File: config.mk
export PLATFORM = sky130hd
export DESIGN_NAME = panda_lsu
export DESIGN_NICKNAME = d
export VERILOG_FILES = /design/src/rtl/panda_pkg.sv /design/src/rtl/panda_lsu_load_align.sv /design/src/rtl/panda_lsu.sv
export SDC_FILE = /design/constraint.sdc
export NUM_CORES = 1
export LEC_CHECK = 0
export BUFFER_PORTS_ARGS = -buffer_cell sky130_fd_sc_hd__buf_4
export CELL_PAD_IN_SITES_DETAIL_PLACEMENT = 0
export CELL_PAD_IN_SITES_GLOBAL_PLACEMENT = 1
export CORE_MARGIN = 4
export CORE_UTILIZATION = 21
export DETAILED_ROUTE_END_ITERATION = 6
export GPL_TIMING_DRIVEN = 0
export PLACE_DENSITY_LB_ADDON = 0.1
export SLEW_MARGIN = 20
export SYNTH_ARGS = -nofsm -noshare
export SYNTH_HDL_FRONTEND = slang
export SYNTH_HIERARCHICAL = 1
export SYNTH_SLANG_ARGS = --single-unit
File: constraint.sdc
create_clock -name clk_i -period 1.74 [get_ports clk_i]
set_clock_uncertainty 0.2 [all_clocks]
set_input_delay 0.261 -clock clk_i [delete_from_list [all_inputs] [get_ports clk_i]]
set_output_delay 0.261 -clock clk_i [all_outputs]
set_load 0.01 [all_outputs]
File: src/rtl/panda_pkg.sv
// Shared Panda types: memory access sizes, LSU FSM states and small address helpers.
package panda_pkg;

    typedef enum logic [1:0] {
        MemByte = 2'b00,
        MemHalf = 2'b01,
        MemWord = 2'b10
    } mem_size_e;

    typedef enum logic {
        LsuIdle,
        LsuResp
    } lsu_state_e;

    // Encoding 2'b11 is treated as a word access.
    function automatic mem_size_e decode_size(input logic [1:0] size);
        case (size)
            2'b00:   return MemByte;
            2'b01:   return MemHalf;
            default: return MemWord;
        endcase
    endfunction

    function automatic logic misaligned(input mem_size_e size, input logic [1:0] off);
        case (size)
            MemHalf: return off[0];
            MemWord: return |off;
            default: return 1'b0;
        endcase
    endfunction

    function automatic logic [1:0] align_off(input mem_size_e size, input logic [1:0] off);
        case (size)
            MemHalf: return {off[1], 1'b0};
            MemWord: return 2'b00;
            default: return off;
        endcase
    endfunction

endpackage

File: src/rtl/panda_lsu_load_align.sv
// Extracts the addressed byte/half/word lane from a RAM word and sign- or zero-extends it.
module panda_lsu_load_align
    import panda_pkg::*;
(
    input  logic [31:0] rdata_i,
    input  logic [1:0]  size_i,
    input  logic [1:0]  off_i,
    input  logic        unsigned_i,
    output logic [31:0] data_o
);

    logic [31:0] lane;

    always_comb begin
        lane   = rdata_i >> {off_i, 3'b000};
        data_o = lane;
        case (size_i)
            MemByte: data_o = {{24{~unsigned_i & lane[7]}}, lane[7:0]};
            MemHalf: data_o = {{16{~unsigned_i & lane[15]}}, lane[15:0]};
            default: data_o = lane;
        endcase
    end

endmodule

File: src/rtl/panda_lsu.sv
// Panda load/store unit: one outstanding access, 1-cycle RAM latency, stalls under back-pressure.
// Define PANDA_LSU_MISALIGN_TRAP_EN to report misaligned half/word accesses instead of aligning.
module panda_lsu
    import panda_pkg::*;
#(
    parameter int unsigned AddrWidth = 32,
    parameter int unsigned Depth     = 1024,
    localparam int unsigned RamAw    = $clog2(Depth)
) (
    input  logic                 clk_i,
    input  logic                 rst_ni,
    input  logic                 req_valid_i,
    output logic                 req_ready_o,
    input  logic                 req_we_i,
    input  logic [1:0]           req_size_i,
    input  logic                 req_unsigned_i,
    input  logic [AddrWidth-1:0] req_addr_i,
    input  logic [31:0]          req_wdata_i,
    output logic                 rsp_valid_o,
    input  logic                 rsp_ready_i,
    output logic [31:0]          rsp_rdata_o,
    output logic                 rsp_err_o,
    output logic                 ram_ce_o,
    output logic [3:0]           ram_we_o,
    output logic [RamAw-1:0]     ram_addr_o,
    output logic [31:0]          ram_wdata_o,
    input  logic [31:0]          ram_rdata_i
);

    lsu_state_e  state_q;
    logic        we_q;
    mem_size_e   size_q;
    logic        unsigned_q;
    logic [1:0]  off_q;
    logic        err_q;

    mem_size_e   req_size;
    logic [1:0]  req_off;
    logic        req_err;
    logic        req_accept;
    logic        ram_access;
    logic [31:0] load_data;

    // High address bits above the RAM are ignored, so accesses wrap.
    logic        unused_addr_hi;
    assign unused_addr_hi = ^req_addr_i[AddrWidth-1:2+RamAw];

    assign req_size = decode_size(req_size_i);

`ifdef PANDA_LSU_MISALIGN_TRAP_EN
    assign req_err   = misaligned(req_size, req_addr_i[1:0]);
    assign req_off   = req_addr_i[1:0];
    assign rsp_err_o = rsp_valid_o & err_q;
`else
    assign req_err   = 1'b0;
    assign req_off   = align_off(req_size, req_addr_i[1:0]);
    assign rsp_err_o = 1'b0;
`endif

    assign rsp_valid_o = (state_q == LsuResp);
    assign req_ready_o = (state_q == LsuIdle) | (rsp_valid_o & rsp_ready_i);
    assign req_accept  = req_valid_i & req_ready_o;
    assign ram_access  = req_accept & ~req_err;

    always_comb begin
        ram_ce_o    = 1'b0;
        ram_we_o    = 4'b0000;
        ram_addr_o  = '0;
        ram_wdata_o = '0;
        if (ram_access) begin
            ram_ce_o   = 1'b1;
            ram_addr_o = req_addr_i[2 +: RamAw];
            if (req_we_i) begin
                unique case (req_size)
                    MemByte: begin
                        ram_we_o    = 4'b0001 << req_off;
                        ram_wdata_o = {4{req_wdata_i[7:0]}};
                    end
                    MemHalf: begin
                        ram_we_o    = 4'b0011 << req_off;
                        ram_wdata_o = {2{req_wdata_i[15:0]}};
                    end
                    default: begin
                        ram_we_o    = 4'b1111;
                        ram_wdata_o = req_wdata_i;
                    end
                endcase
            end
        end
    end

    always_ff @(posedge clk_i or negedge rst_ni) begin
        if (!rst_ni) begin
            state_q    <= LsuIdle;
            we_q       <= 1'b0;
            size_q     <= MemByte;
            unsigned_q <= 1'b0;
            off_q      <= 2'b00;
            err_q      <= 1'b0;
        end else if (req_accept) begin
            state_q    <= LsuResp;
            we_q       <= req_we_i;
            size_q     <= req_size;
            unsigned_q <= req_unsigned_i;
            off_q      <= req_off;
            err_q      <= req_err;
        end else if (rsp_valid_o && rsp_ready_i) begin
            state_q    <= LsuIdle;
        end
    end

    panda_lsu_load_align u_load_align (
        .rdata_i    (ram_rdata_i),
        .size_i     (size_q),
        .off_i      (off_q),
        .unsigned_i (unsigned_q),
        .data_o     (load_data)
    );

    // The RAM holds its output while idle, so this stays stable under back-pressure.
    assign rsp_rdata_o = (rsp_valid_o && !we_q && !err_q) ? load_data : 32'h0;

endmodule

==> metrics, run 1 <==
grt total ovfl 0; dpl hpwl 7.44 mm; endpoints failing setup 78; mean number of vias per cell 4.80; period utilization 134%; Worst Tran Pin Value 0.597 ns; commonest non-fill, non-tap cell in the layout buf_4; Via Count 2758; CTS HTree Levels 1; global-route wire length before repair 15.3 mm; CTS max path bufs 2; Layout area overhead 124%; total CTS buffers 3; Worst-Skew Late Latency 0.23 ns; port bufs 164; post-synthesis cell count 273; Total Wirelength 10.0 mm; RSZ-0062 raised after global routing true; Synth Net Count 377; layout net count 572; CTS tree done; outcome complete, but fails checks; antenna violations before repair 0; Final Cell Area 0.00438 mm²; endpoints failing hold 0; DRT antenna net count 0; worst setup margin -0.591 ns; Pwr Total 2.14 mW; initial core utilization 22.0%; mapped cell area 0.00195 mm²; failing checks negative setup slack; max-slew violation count 0; highest clock rate 429 MHz; vias in the first global route 2858; max_slew headroom 60.1%; setup TNS -18.29 ns; core area 0.00889 mm²; Routed WL per cell 17.4 µm; num ports 186; Non-Filler Instances 575; DRT Pass-1 Iters 4; full die area 0.0109 mm²; Area after DPL 0.00337 mm²; #FFs+latches synth 7; Die W 104 µm; Worst setup SP type register; largest net degree at the start of global routing 12; Worst Hold Class in2reg; max_cap viols 0; synth unique cells 34; row count 34; commonest cells after routing, fill and taps aside 127 x buf_4, 67 x buf_6, 31 x mux2i_1; CTS sink count 7; gr usage total 17.2%; Leak Pwr 2.11 nW; synthesized area per cell 7.15 µm²; Root Buffer clkbuf_8; DRC 0; Yosys warnings 6; Finished Core Util 49.3%; initial drt markers 69; crit path DAT 1.87 ns; register area share after synthesis 8.97%; Antenna Cells 0; Multi-input gate area 0.00205 mm²; register area 175 µm²; fillers 908; layout cell share with drive strength beyond 1 70.7%; Setup WS pre-CTS -0.480 ns; GPL Wtd Cong 0.765; Die Ht 104 µm; critical path type reg2out; clk slew on worst S/H paths 0.04 ns; CP endpoint kind output port; dpl cells 545; peak supply drop 0.289 mV; post-layout min period 2.33 ns; Critical Path RT 1.28 ns; Worst Path Max Fanout 8; Pwr Density 487 mW/mm²; WHS 0.0691 ns
[registers in the layout, summed over array words and instances, names as in the netlist]
name         count
rsp_valid_o      1
size_q           2
unsigned_q       1
we_q             1
off_q            2
[final timing paths]
path	from	to	slack, ns	cells past startpoint
min reg2reg	we_q	we_q	0.33	2
max reg2reg	rsp_valid_o	unsigned_q	-0.05	8
max in group asynchronous	rst_ni	unsigned_q	1.03	2
min in group asynchronous	rst_ni	off_q[1]	0.19	2
max	off_q[1]	rsp_rdata_o[15]	-0.59	7
min	req_unsigned_i	unsigned_q	0.07	2
[area by class of cell]
class                           instances  area share [%]
Timing Repair Buffer                  192            39.4
Inverter                                4           0.343
Tap cell                              108            3.08
Sequential cell                         7            4.00
Multi-Input combinational cell        235            46.8
Clock inverter                          1           0.114
Clock buffer                            3           0.943
Buffer                                 25            5.31
[Yosys cell counts]
cell	number	area share (%)
a21boi_0	2	0.77
buf_2	8	2.1
nor2_1	13	2.5
and2_1	35	11
mux2_4	4	3.1
mux2i_1	32	16
and2b_1	2	0.77
nand2_1	18	3.5
mux2_2	1	0.58
nand2b_4	1	0.70
o221ai_4	1	1.3
and3_1	18	5.8
o21ai_0	12	3.1
nor2_2	2	0.64
buf_4	4	1.5
o2bb2ai_1	8	3.6
o211a_1	8	4.1
conb_1	1	0.19
a21oi_1	34	8.7
a211oi_1	7	2.7
nor2_4	1	0.58
buf_1	1	0.19
buf_6	3	1.7
or2_2	9	2.9
dfrtp_1	7	9.0
clkbuf_1	12	2.3
inv_1	4	0.77
xnor2_1	1	0.45
a31o_2	2	0.90
a221oi_4	1	1.3
o22ai_1	8	2.6
nand2b_1	3	0.96
nor2b_1	9	2.9
nand4_1	1	0.32
[per-layer routing]
metal | global-route usage (%) | vias to the layer above | part of all wire, %
met4 | 1.90 | 0 | 0.83
met1 | 22.5 | 1319 | 43
met2 | 30.2 | 68 | 52
met5 | 0 | - | 0
met3 | 3.17 | 8 | 4.2
li1 | - | 1363 | -
[critical path, cell delays in order, from the launching register on]
cell	delay [ns]
dfrtp_1	0.38
buf_6	0.14
mux2_4	0.34
a221oi_4	0.31
buf_12	0.18
a21oi_2	0.04
and2_4	0.14
buf_6	0.11
[power by group]
part	total (mW)	internal, mW	switching, mW
combinational	1.70	0.950	0.751
sequential	0.201	0.182	0.0193
clock	0.233	0.156	0.0772
[kinds of logic (layout without fill, tap and decap cells)]
kind of cell	Yosys count	count (layout)	synth area share [%]
AO/OA/AOI/OAI	83	83	29.1
XOR/XNOR	1	1	0.449
buffers and inverters	32	225	8.58
flip-flops	7	7	8.97
multiplexers	37	37	20.1
other	1	1	0.192
AND/OR/NAND/NOR	112	113	32.7
[what timing repair did]
action | CTS | global route
gates cloned | 6 | 1
pin swaps | 31 | 26
hold buffers | 1 | 0
endpoints found under the setup margin | 77 | 78
gates resized for setup | 104 | 86
setup buffers | 15 | 6
hold endpoints to repair | 7 | 0
Power figures use the tool's default switching activity.
==> run 2, diff against run 1 <==
--- a/config.mk
+++ b/config.mk
@@ -5,16 +5,16 @@
 export SDC_FILE = /design/constraint.sdc
 export NUM_CORES = 1
 export LEC_CHECK = 0
+export ABC_AREA = 1
 export BUFFER_PORTS_ARGS = -buffer_cell sky130_fd_sc_hd__buf_4
 export CELL_PAD_IN_SITES_DETAIL_PLACEMENT = 0
 export CELL_PAD_IN_SITES_GLOBAL_PLACEMENT = 1
 export CORE_MARGIN = 4
-export CORE_UTILIZATION = 21
+export CORE_UTILIZATION = 19
 export DETAILED_ROUTE_END_ITERATION = 6
 export GPL_TIMING_DRIVEN = 0
 export PLACE_DENSITY_LB_ADDON = 0.1
 export SLEW_MARGIN = 20
 export SYNTH_ARGS = -nofsm -noshare
 export SYNTH_HDL_FRONTEND = slang
-export SYNTH_HIERARCHICAL = 1
 export SYNTH_SLANG_ARGS = --single-unit
==> run 2 against run 1 <==
The run still ends with negative setup slack left. Area after synthesis shrank 4.5%. Sequential power is essentially flat. Register-to-register slack improved by 0.25 ns. First-iteration DRC count grew 10%. Clock power shrank 3%. Routed wire length rose by 0.48%. Worst hold slack got worse by 0.024 ns. Sequential share of layout area down 0.19 points.
==> metrics, run 2 <==
outcome complete, but fails checks (unchanged); failing checks negative setup slack (unchanged); dpl hpwl 7.56 mm (was 7.44 mm); total CTS buffers 3 (unchanged); max-slew violation count 0 (unchanged); most frequent cell after synthesis nand2_1 (was and2_1); post-synthesis xor/xnor area fraction 0% (was 0.448%); CTS sink count 7 (unchanged); Critical Path RT 1.28 ns (about the same); peak supply drop 0.275 mV (was 0.289 mV); Root Buffer clkbuf_8 (unchanged); Switch Pwr 0.986 mW (was 0.848 mW); Setup WS pre-CTS -0.217 ns (was -0.480 ns); initial drt markers 76 (was 69); Routed WL per cell 14.7 µm (was 17.4 µm); post-synthesis cell count 357 (was 273); setup TNS -17.51 ns (was -18.29 ns); layout net count 663 (was 572); core area 0.00942 mm² (was 0.00889 mm²); Non-Filler Instances 687 (was 575); worst setup margin -0.325 ns (was -0.591 ns); internal power 1.21 mW (was 1.29 mW); max_cap viols 0 (unchanged); endpoints failing setup 77 (was 78); clk slew on worst S/H paths 0.04 ns (about the same); register area share after synthesis 9.39% (was 8.97%); simple-gate share of the synthesized area 52.3% (was 32.7%); dpl cells 649 (was 545); Synth top area share 19.3% (was 16.4%); critical path type reg2out (unchanged); post-layout min period 2.06 ns (was 2.33 ns); Synth Area in Compound Gates 18.8% (was 29.1%); RSZ-0062 raised after global routing true (unchanged); mean number of vias per cell 4.50 (was 4.80); Worst setup SP type register (unchanged); hold_sp req_unsigned_i (unchanged); gr usage total 15.8% (was 17.2%); commonest cells after routing, fill and taps aside 149 x buf_4, 71 x nand2_1, 46 x buf_6 (was 127 x buf_4, 67 x buf_6, 31 x mux2i_1); register area 175 µm² (unchanged); CP endpoint kind output port (unchanged); Area contributors post-synth nand2_1 19%, nor2_1 11%, dfrtp_1 9.4% (was mux2i_1 16%, and2_1 11%, dfrtp_1 9.0%); num ports 186 (unchanged); Worst Path Max Fanout 7 (was 8); mapped cell area 0.00187 mm² (was 0.00195 mm²); Synth Area in Adders 0% (unchanged); Antenna Cells 0 (unchanged); GPL Wtd Cong 0.794 (was 0.765); Via Count 3089 (was 2758); CTS max path bufs 2 (unchanged); Multi-input gate area 0.00196 mm² (was 0.00205 mm²); sequential power share 9.0% (was 9.4%); synth unique cells 33 (was 34); Worst Hold Class in2reg (unchanged); top cells by count, synth 96 x nand2_1, 53 x nor2_1, 33 x a21oi_1, 30 x inv_1, 25 x nand3_1 (was 35 x and2_1, 34 x a21oi_1, 32 x mux2i_1, 18 x and3_1, 18 x nand2_1); full die area 0.0115 mm² (was 0.0109 mm²); crit path DAT 1.60 ns (was 1.87 ns); mux contribution to synthesized area 0% (was 20.1%); grt total ovfl 0 (unchanged); Top FF cell, synth dfrtp_1 (unchanged); critical register-to-register path startpoint rsp_valid_o (unchanged); initial core utilization 19.8% (was 22.0%); commonest non-fill, non-tap cell in the layout buf_4 (unchanged); period utilization 119% (was 134%); highest clock rate 484 MHz (was 429 MHz); Clk pwr share 10.3% (was 10.9%); #FFs+latches synth 7 (unchanged); DRT Pass-1 Iters 4 (unchanged); port bufs 163 (was 164); Leak Pwr 2.34 nW (was 2.11 nW); Total Wirelength 10.1 mm (was 10.0 mm); Pwr Total 2.20 mW (was 2.14 mW); CTS HTree Levels 1 (unchanged); Layout area overhead 147% (was 124%); Async S/R FF share, synth 100% (unchanged); fillers 943 (was 908); Finished Core Util 48.9% (was 49.3%); global-route wire length before repair 15.0 mm (was 15.3 mm); antenna violations before repair 0 (unchanged); synthesized area per cell 5.23 µm² (was 7.15 µm²); row count 35 (was 34); leading area contributor after synthesis nand2_1 (was mux2i_1); vias in the first global route 2986 (was 2858); largest family of logic cells by synthesized area simple AND/OR/NAND/NOR gates (unchanged); Yosys warnings 0 (was 6); crit path from off_q[0] (was off_q[1]); DRC 0 (unchanged); Post-synth EDFFs 0 (unchanged); largest net degree at the start of global routing 11 (was 12); proportion of power drawn by combinational gates 80.7% (was 79.7%); Die W 107 µm (was 104 µm); endpoints failing hold 0 (unchanged); Die Ht 107 µm (was 104 µm); DRT antenna net count 0 (unchanged); Synth Net Count 461 (was 377); CTS tree done (unchanged); Top Registers off_q (2), size_q (2) (unchanged); Worst-Skew Late Latency 0.22 ns (was 0.23 ns); Pwr Density 477 mW/mm² (was 487 mW/mm²); switching part of the total 44.9% (was 39.7%); layout cell share with drive strength beyond 1 65.6% (was 70.7%)
[run 2: repair_timing]
item / 4_1_cts / 5_1_grt
setup endpoints to repair: 77 / 78
hold buffers: 1 / 0
gates cloned: 5 / 2
gates resized for setup: 132 / 119
hold endpoints to repair: 7 / 0
pin swaps: 28 / 29
buffers inserted: 14 / 15
[run 2: cell families after synthesis]
group | after synthesis
AO/OA/AOI/OAI | 62
buffers and inverters | 73
flip-flops | 7
AND/OR/NAND/NOR | 214
other | 1
[run 2: per-stage QoR]
stage	cell area (µm²)	hold slack (ns)
floorplan	1870	-0.235
global placement	3250	-0.123
detailed placement	3250	-0.117
CTS	3970	0.0441
global route	4600	0.0769
finish	4600	0.0451
[run 2: path summary, 6_finish.rpt]
check | to | slack, ns | depth (start not counted)
worst max register to register | we_q | 0.20 | 9
worst min-delay path | unsigned_q | 0.05 | 3
max in group asynchronous | size_q[0] | 1.04 | 2
worst min register to register | size_q[0] | 0.32 | 2
worst max-delay path | rsp_rdata_o[30] | -0.32 | 10
min in group asynchronous | rsp_valid_o | 0.18 | 2
[run 2: final cells by class]
cell class / count / area share (%)
Clock buffer: 4 / 0.979
Tap cell: 129 / 3.51
Multi-Input combinational cell: 277 / 42.5
Sequential cell: 7 / 3.81
Inverter: 45 / 4.24
Timing Repair Buffer: 198 / 38.9
Buffer: 27 / 6.06
[run 2: critical path, stage by stage, from the launching register on]
cell and delay [ns]:
dfrtp_1 0.33, buf_6 0.15, clkinv_8 0.10, nand2_1 0.08, nand2_1 0.08, nand3_2 0.11, nand3_4 0.13, clkbuf_16 0.19
nand2_2 0.05, inv_2 0.03, buf_4 0.13
[run 2: per-layer routing]
metal  up-vias  GRT usage (%)  routed length, µm
li1       1537              -                  -
met1      1432           19.1               3960
met2       114           29.4               5280
met3         6           3.43                779
met4         0           1.55                 43
met5         -              0                  0
[run 2: power by group through the flow]
stage / clock, mW / combinational, mW / sequential [mW]
6_report: 0.226 / 1.77 / 0.198
5_1_grt: 0.243 / 1.91 / 0.200
4_1_cts: 0.232 / 1.50 / 0.199
3_5_place_dp: 0 / 1.26 / 0.201
3_3_place_gp: 0 / 1.26 / 0.201
2_1_floorplan: 0 / 0.698 / 0.200
